**config.mk**
```make
export PLATFORM = sky130hd
export DESIGN_NAME = dp_sequencer
export DESIGN_NICKNAME = d
export VERILOG_FILES = /design/src/rtl/dp_sequencer.sv
export SDC_FILE = /design/constraint.sdc
export NUM_CORES = 1
export LEC_CHECK = 0
export CORE_ASPECT_RATIO = 0.9
export CORE_MARGIN = 2
export CORE_UTILIZATION = 55
export DETAILED_ROUTE_END_ITERATION = 7
export DONT_BUFFER_PORTS = 1
export GPL_TIMING_DRIVEN = 0
export PLACE_DENSITY = 0.7
export SYNTH_ARGS = -nofsm -noshare
export SYNTH_HDL_FRONTEND = slang
export SYNTH_SLANG_ARGS = --single-unit
```
**constraint.sdc**
```tcl
create_clock -name clk -period 2.9 [get_ports clk]
set_input_delay 0.87 -clock clk [delete_from_list [all_inputs] [get_ports clk]]
set_output_delay 0.87 -clock clk [all_outputs]
set_load 0.01 [all_outputs]
```
**src/rtl/dp_sequencer.sv**
```systemverilog
// dp_sequencer: fetch/decode sequencer driving the register-file/ALU datapath.
// Optional STEP_LIMIT_EN adds an instruction budget with a timeout flag.
module dp_sequencer #(
   parameter int PC_WIDTH  = 8,
   parameter int MAX_STEPS = 255
) (
   input  logic                clk,
   input  logic                rst,
   input  logic                start,
   output logic [PC_WIDTH-1:0] pm_addr,
   output logic                pm_en,
   input  logic [23:0]         pm_data,
   input  logic                dp_halt,
   output logic                writeEnable,
   output logic                writeSourceSelect,
   output logic                muxASelect,
   output logic                muxBSelect,
   output logic [7:0]          extInputData,
   output logic [3:0]          destAddress,
   output logic [3:0]          aAddress,
   output logic [3:0]          bAddress,
   output logic [3:0]          aluOpCode,
   output logic                haltCondition,
   output logic                busy,
   output logic                done,
`ifdef STEP_LIMIT_EN
   output logic                timeout,
`endif
   output logic [PC_WIDTH-1:0] pc
);
   localparam logic [2:0] IDLE  = 3'd0;
   localparam logic [2:0] FETCH = 3'd1;
   localparam logic [2:0] LATCH = 3'd2;
   localparam logic [2:0] EXEC  = 3'd3;
   localparam logic [2:0] HCHK  = 3'd4;
   localparam logic [2:0] DONE  = 3'd5;

   logic [2:0]          state_q, state_d;
   logic [PC_WIDTH-1:0] pc_q, pc_d;
   logic [23:0]         ir_q, ir_d;
   logic [1:0]          cls;
   logic                ex, restart, limit;

   assign ex      = state_q == EXEC;
   assign cls     = ir_q[23:22];
   assign restart = start && (state_q == IDLE || state_q == DONE);

`ifdef STEP_LIMIT_EN
   localparam int SW = $clog2(MAX_STEPS + 1);
   logic [SW-1:0] step_q, step_d;
   logic          timeout_q, timeout_d;
   logic          unused_ir;
   assign limit     = ex && step_q == SW'(MAX_STEPS - 1);
   assign step_d    = restart ? '0 : ex ? step_q + SW'(1) : step_q;
   assign timeout_d = restart ? 1'b0 : limit ? 1'b1 : timeout_q;
   assign timeout   = timeout_q;
   assign unused_ir = ir_q[20];
   always_ff @(posedge clk or negedge rst) begin
      if (!rst) begin
         step_q    <= '0;
         timeout_q <= 1'b0;
      end else begin
         step_q    <= step_d;
         timeout_q <= timeout_d;
      end
   end
`else
   logic unused_cfg;
   assign limit      = 1'b0;
   assign unused_cfg = ^{ir_q[20], MAX_STEPS > 0};
`endif

   always_comb begin
      state_d = state_q;
      pc_d    = pc_q;
      ir_d    = ir_q;
      case (state_q)
         IDLE, DONE: if (start) begin
            state_d = FETCH;
            pc_d    = '0;
         end
         FETCH: state_d = LATCH;
         LATCH: begin
            ir_d    = pm_data;
            state_d = EXEC;
         end
         EXEC: if (limit) state_d = DONE;
            else if (cls == 2'b11) state_d = HCHK;
            else begin
               state_d = FETCH;
               pc_d    = pc_q + PC_WIDTH'(1);
            end
         HCHK: if (dp_halt) state_d = DONE;
            else begin
               state_d = FETCH;
               pc_d    = pc_q + PC_WIDTH'(1);
            end
         default: state_d = IDLE;
      endcase
   end

   always_ff @(posedge clk or negedge rst) begin
      if (!rst) begin
         state_q <= IDLE;
         pc_q    <= '0;
         ir_q    <= '0;
      end else begin
         state_q <= state_d;
         pc_q    <= pc_d;
         ir_q    <= ir_d;
      end
   end

   // every datapath control is gated by EXEC so nothing leaks in other states
   assign writeEnable       = ex && cls != 2'b11;
   assign writeSourceSelect = ex && cls == 2'b10;
   assign muxASelect        = ex && cls == 2'b01 && ir_q[21];
   assign muxBSelect        = ex && cls == 2'b01 && !ir_q[21];
   assign haltCondition     = ex && cls == 2'b11;
   assign extInputData      = ex ? ir_q[7:0]   : '0;
   assign destAddress       = ex ? ir_q[15:12] : '0;
   assign aAddress          = ex ? ir_q[11:8]  : '0;
   assign bAddress          = ex ? ir_q[3:0]   : '0;
   assign aluOpCode         = ex ? ir_q[19:16] : '0;
   assign busy              = state_q inside {FETCH, LATCH, EXEC, HCHK};
   assign done              = state_q == DONE;
   assign pm_en             = state_q == FETCH;
   assign pm_addr           = pc_q;
   assign pc                = pc_q;
endmodule

```
Word level (Yosys, flattened, before mapping)
Index checks and enable logic that the tools add are counted.
Storage, ports and cells
  register bits: 35
Cells by class
  $add $sub $neg: 1
  eq/ne operators: 12
  muxes and demuxes: 13
  reduce and logical (&&, ||, !) cells: 12
Operators by type and width (count)
  $mux W8: 4
  $pmux W8 S3: 1
  $mux W4: 4
  $pmux W3 S5: 1
  $mux W3: 3
  $add A8 B1 Y8 const B: 1
  $ne A2 B2 Y1 const B: 4
  $eq A3 B2 Y1 const B: 2
  $eq A3 B3 Y1 const B: 2
  $logic_and A1 B1 Y1: 6
  $eq A2 B2 Y1 const B: 2
  $reduce_and A4 Y1: 1
  $reduce_bool A4 Y1: 1
  $eq A3 B1 Y1 const B: 1
  $logic_not A3 Y1: 1
  $reduce_bool A3 Y1: 1
  $eq A2 B1 Y1 const B: 1
  $reduce_or A2 Y1: 1
  $logic_not A1 Y1: 1

Longest topological paths before layout
  word-level depth: 4
  gate-level depth with buffers: 5

Worst setup path before layout
No wires, ideal clock.
  kind: flip-flop to output port
  start point: register state_q[2]
  end point: output muxBSelect
  arrival: 1254 ps
  setup slack: 776 ps
  cell stages (with the launch flop): 4
  buffers on the path: 1
  cells stage by stage: dfrtp_1 > buf_6 > nand3b_1 > nor4b_1
Between the ends
  longest elaborated chain between the ends: 3
Ends and longest elaborated chain
  start, declared: RTL line 38  | logic [2:0] state_q, state_d;
  start signal, assigned: RTL line 108  | state_q <= state_d;
  $eq A3 B2 Y1: RTL line 44  | assign ex = state_q == EXEC;
  $logic_and A1 B1 Y1 (2 in a row): RTL line 118  | assign muxBSelect = ex && cls == 2'b01 && !ir_q[21];
  end, declared: RTL line 17  | output logic muxBSelect,
Every way passes these cells.

Worst setup path in the final report
Ends and elaborated chain as after synthesis.

==> out/qor.csv <==
stage,metric,value,unit
global_routing,first-pass GRT wire length,5330,um
power,VDD IR max,0.590,mV
floorplan,die area,3770,um2
global_routing,largest net degree at the start of global routing,35,
yosys,Yosys reg bits,34,
clock_tree,CTS tree,built,
drt,WL final,3450,um
drt,Post-DRT Antenna Nets,0,
yosys,Unique masters post-synth,39,
timing,unrepaired setup endpoints after global routing,no,
run_status,outcome,completed,
finish,share of layout cells above drive strength 1,32.9,%
worst_setup_path,Worst R2R Path Depth,4,
timing,Final Hold Violating Endpoints,0,
drt,met3 routed WL,283,um
clock_tree,post-cts sizing count,0,
finish,Post-Layout Cell Count,209,
worst_setup_path,R2R Path Start,state_q[2]$_DFFE_PN0P_,
finish,Area Overhead vs Synth,6.21,%
worst_setup_path,Reg2Reg Capture Point,ir_q[14]$_DFFE_PN0P_,
drt,routed length on met2,1660,um
clock_tree,Post-CTS Setup Repair Bufs,0,
yosys,YS warnings,0,
drt,Top Metal Used,met4,
worst_setup_path,crit path DAT,1.87,ns
timing,period utilization,94.5,%
drt,DRC Markers,0,
clock_tree,Worst-path clk slew,0.12,ns
floorplan,Die Span X,64.5,um
clock_tree,Clock Sinks,34,
worst_setup_path,Crit Path Category,reg -> out,
worst_setup_path,Worst EP required,2.03,ns
finish,"commonest non-fill, non-tap cell in the layout",dfrtp_1,
yosys,"Seq/Total Area, Yosys",46.9,%
timing,Worst slew margin,56.7,%
hold_path,hold crit path type,in -> async,
timing,Fin Clk Skew,0.0178,ns
yosys,syn avg cell area,11.4,um2
clock_tree,CTS Buffer Depth,2,
timing,Fmax,365,MHz
drt,wire per inst,16.5,um
drt,DR vias,1198,
global_routing,total gr overflow,0,
place,Post-DP HPWL,2520,um
worst_setup_path,Crit. Startpoint,state_q[2]$_DFFE_PN0P_,
yosys,Cells after Synth,159,
finish,ANT cells,0,
yosys,Post-synth EDFFs,0,
power,Power per Cell Area,1180,nW/um2
job,MaxCap Viol Count,0,
yosys,Synth async-reset ratio,100,%
place,I/O Buffers,0,
power,Leak,0.843,nW
worst_setup_path,CP Capture Point,muxBSelect,
place,GP Congestion,0.868,
global_routing,initial antenna violation count,0,
yosys,prevailing post-synth register cell,dfrtp_1,
worst_setup_path,nature of the critical path startpoint,flip-flop,
worst_setup_path,CP max FO,10,
floorplan,core area,3090,um2
global_routing,Global Route Usage Sum,18.8,%
floorplan,initial core utilization,58.7,%
timing,fin crit period,2.74,ns
timing,Post-Route Setup TNS,0,ns
drt,Vias per Instance,5.73,
yosys,"Net Count, Synth",188,
timing,Slew @ Worst Pin,0.640,ns
floorplan,Die Ht,58.5,um
clock_tree,total CTS buffers,5,
worst_setup_path,CP endpoint kind,output pin,
timing,"Slew Viols, Final",0,
clock_tree,CTS H-tree depth,2,
yosys,Post-Syn Area,1810,um2
global_routing,vias in the first global route,1127,
drt,met1 wire length,1460,um
drt,DR iter-0 viols,40,
finish,most frequent cells in the layout,"dfrtp_1, mux2_2, and2_1",
drt,TritonRoute pass-1 iters,4,
worst_setup_path,"reg-to-reg slack, setup",1.32,ns
floorplan,num ports,76,
timing,Finish-stage setup viols,0,
clock_tree,Root Driver,clkbuf_4,
place,Inst Count DP,201,
finish,fin nets,195,
floorplan,Rows,19,
clock_tree,hold buffers post-CTS,0,
clock_tree,Clock Latency Late Sink,0.35,ns
==> cell families after synthesis <==
family / share of synthesized area [%]
AND/OR/NAND/NOR: 17.7
AO/OA/AOI/OAI: 10.8
flip-flops: 46.9
multiplexers: 14.3
buffers and inverters: 9.11
XOR/XNOR: 0.483
adder cells (fa/ha/maj): 0.690
==> layout make-up <==
| cell class | instances | area, um2 |
|---|---|---|
| plain buffers | 19 | 154 |
| clock buffers | 7 | 55.1 |
| clock inverters | 1 | 5.00 |
| fillers | 270 | 1160 |
| inverters | 3 | 11.3 |
| multi-input cells | 103 | 797 |
| flip-flops and latches | 34 | 851 |
| well taps | 42 | 52.6 |
==> per-layer routing <==
layer	vias up	global-route usage (%)
li1	566	-
met1	581	23.0
met2	46	30.4
met3	5	8.41
met4	0	5.78
met5	-	0
==> metrics by stage <==
stage                     area (um2)  hold WS (ns)  utilization [%]  total power, mW  worst slack, ns
after floorplan                 1810         0.449                -             1.80            0.776
after global placement          1870         0.462             60.4             1.96            0.614
after detailed placement        1870         0.469             60.4             2.00            0.585
after CTS                       1930         0.185             62.3             2.28            0.181
after global routing            1930         0.172             62.3             2.42           0.0650
final                           1930         0.199             62.3             2.26            0.159
==> where the power goes <==
group	leakage (nW)	switching [mW]	internal [mW]
sequential	0.414	0.182	0.694
combinational	0.393	0.567	0.540
clock	0.0353	0.165	0.118
total	0.843	0.913	1.35
==> worst min-delay path by stage <==
stage / start / endpoint / slack, ns / depth (start not counted)
after floorplan: ir_q[18]$_DFFE_PN0P_ / ir_q[18]$_DFFE_PN0P_ / 0.45 / 1
after global placement: ir_q[18]$_DFFE_PN0P_ / ir_q[18]$_DFFE_PN0P_ / 0.46 / 1
after detailed placement: ir_q[18]$_DFFE_PN0P_ / ir_q[18]$_DFFE_PN0P_ / 0.47 / 1
after CTS: rst / pc[2]$_DFFE_PN0P_ / 0.19 / 0
after global routing: rst / pc[2]$_DFFE_PN0P_ / 0.17 / 0
final: rst / pc[2]$_DFFE_PN0P_ / 0.20 / 0
==> sequential cells by signal, indices dropped and copies added (netlist names) <==
signal / cells
ir_q: 23
pc: 8
state_q: 3
==> synthesized netlist by cell type (3+ instances only) <==
| cell type | instances | share of area (%) |
|---|---|---|
| a41oi_1 | 3 | 1.4 |
| mux2_2 | 22 | 14 |
| a21oi_1 | 8 | 2.2 |
| nor2_1 | 5 | 1.0 |
| buf_4 | 12 | 5.0 |
| a31oi_1 | 5 | 1.7 |
| nand2_1 | 5 | 1.0 |
| and2_1 | 21 | 7.2 |
| dfrtp_1 | 34 | 47 |
| nand3_1 | 3 | 0.83 |
| o21ai_1 | 4 | 1.1 |
| buf_6 | 5 | 3.1 |
| inv_1 | 3 | 0.62 |
==> worst max-delay path: stages, from the launching register on <==
cell	delay (ns)
dfrtp_1	0.42
buf_6	0.15
nand3b_1	0.33
nor4b_1	0.62
No activity file was read; power rests on OpenSTA's default activity.
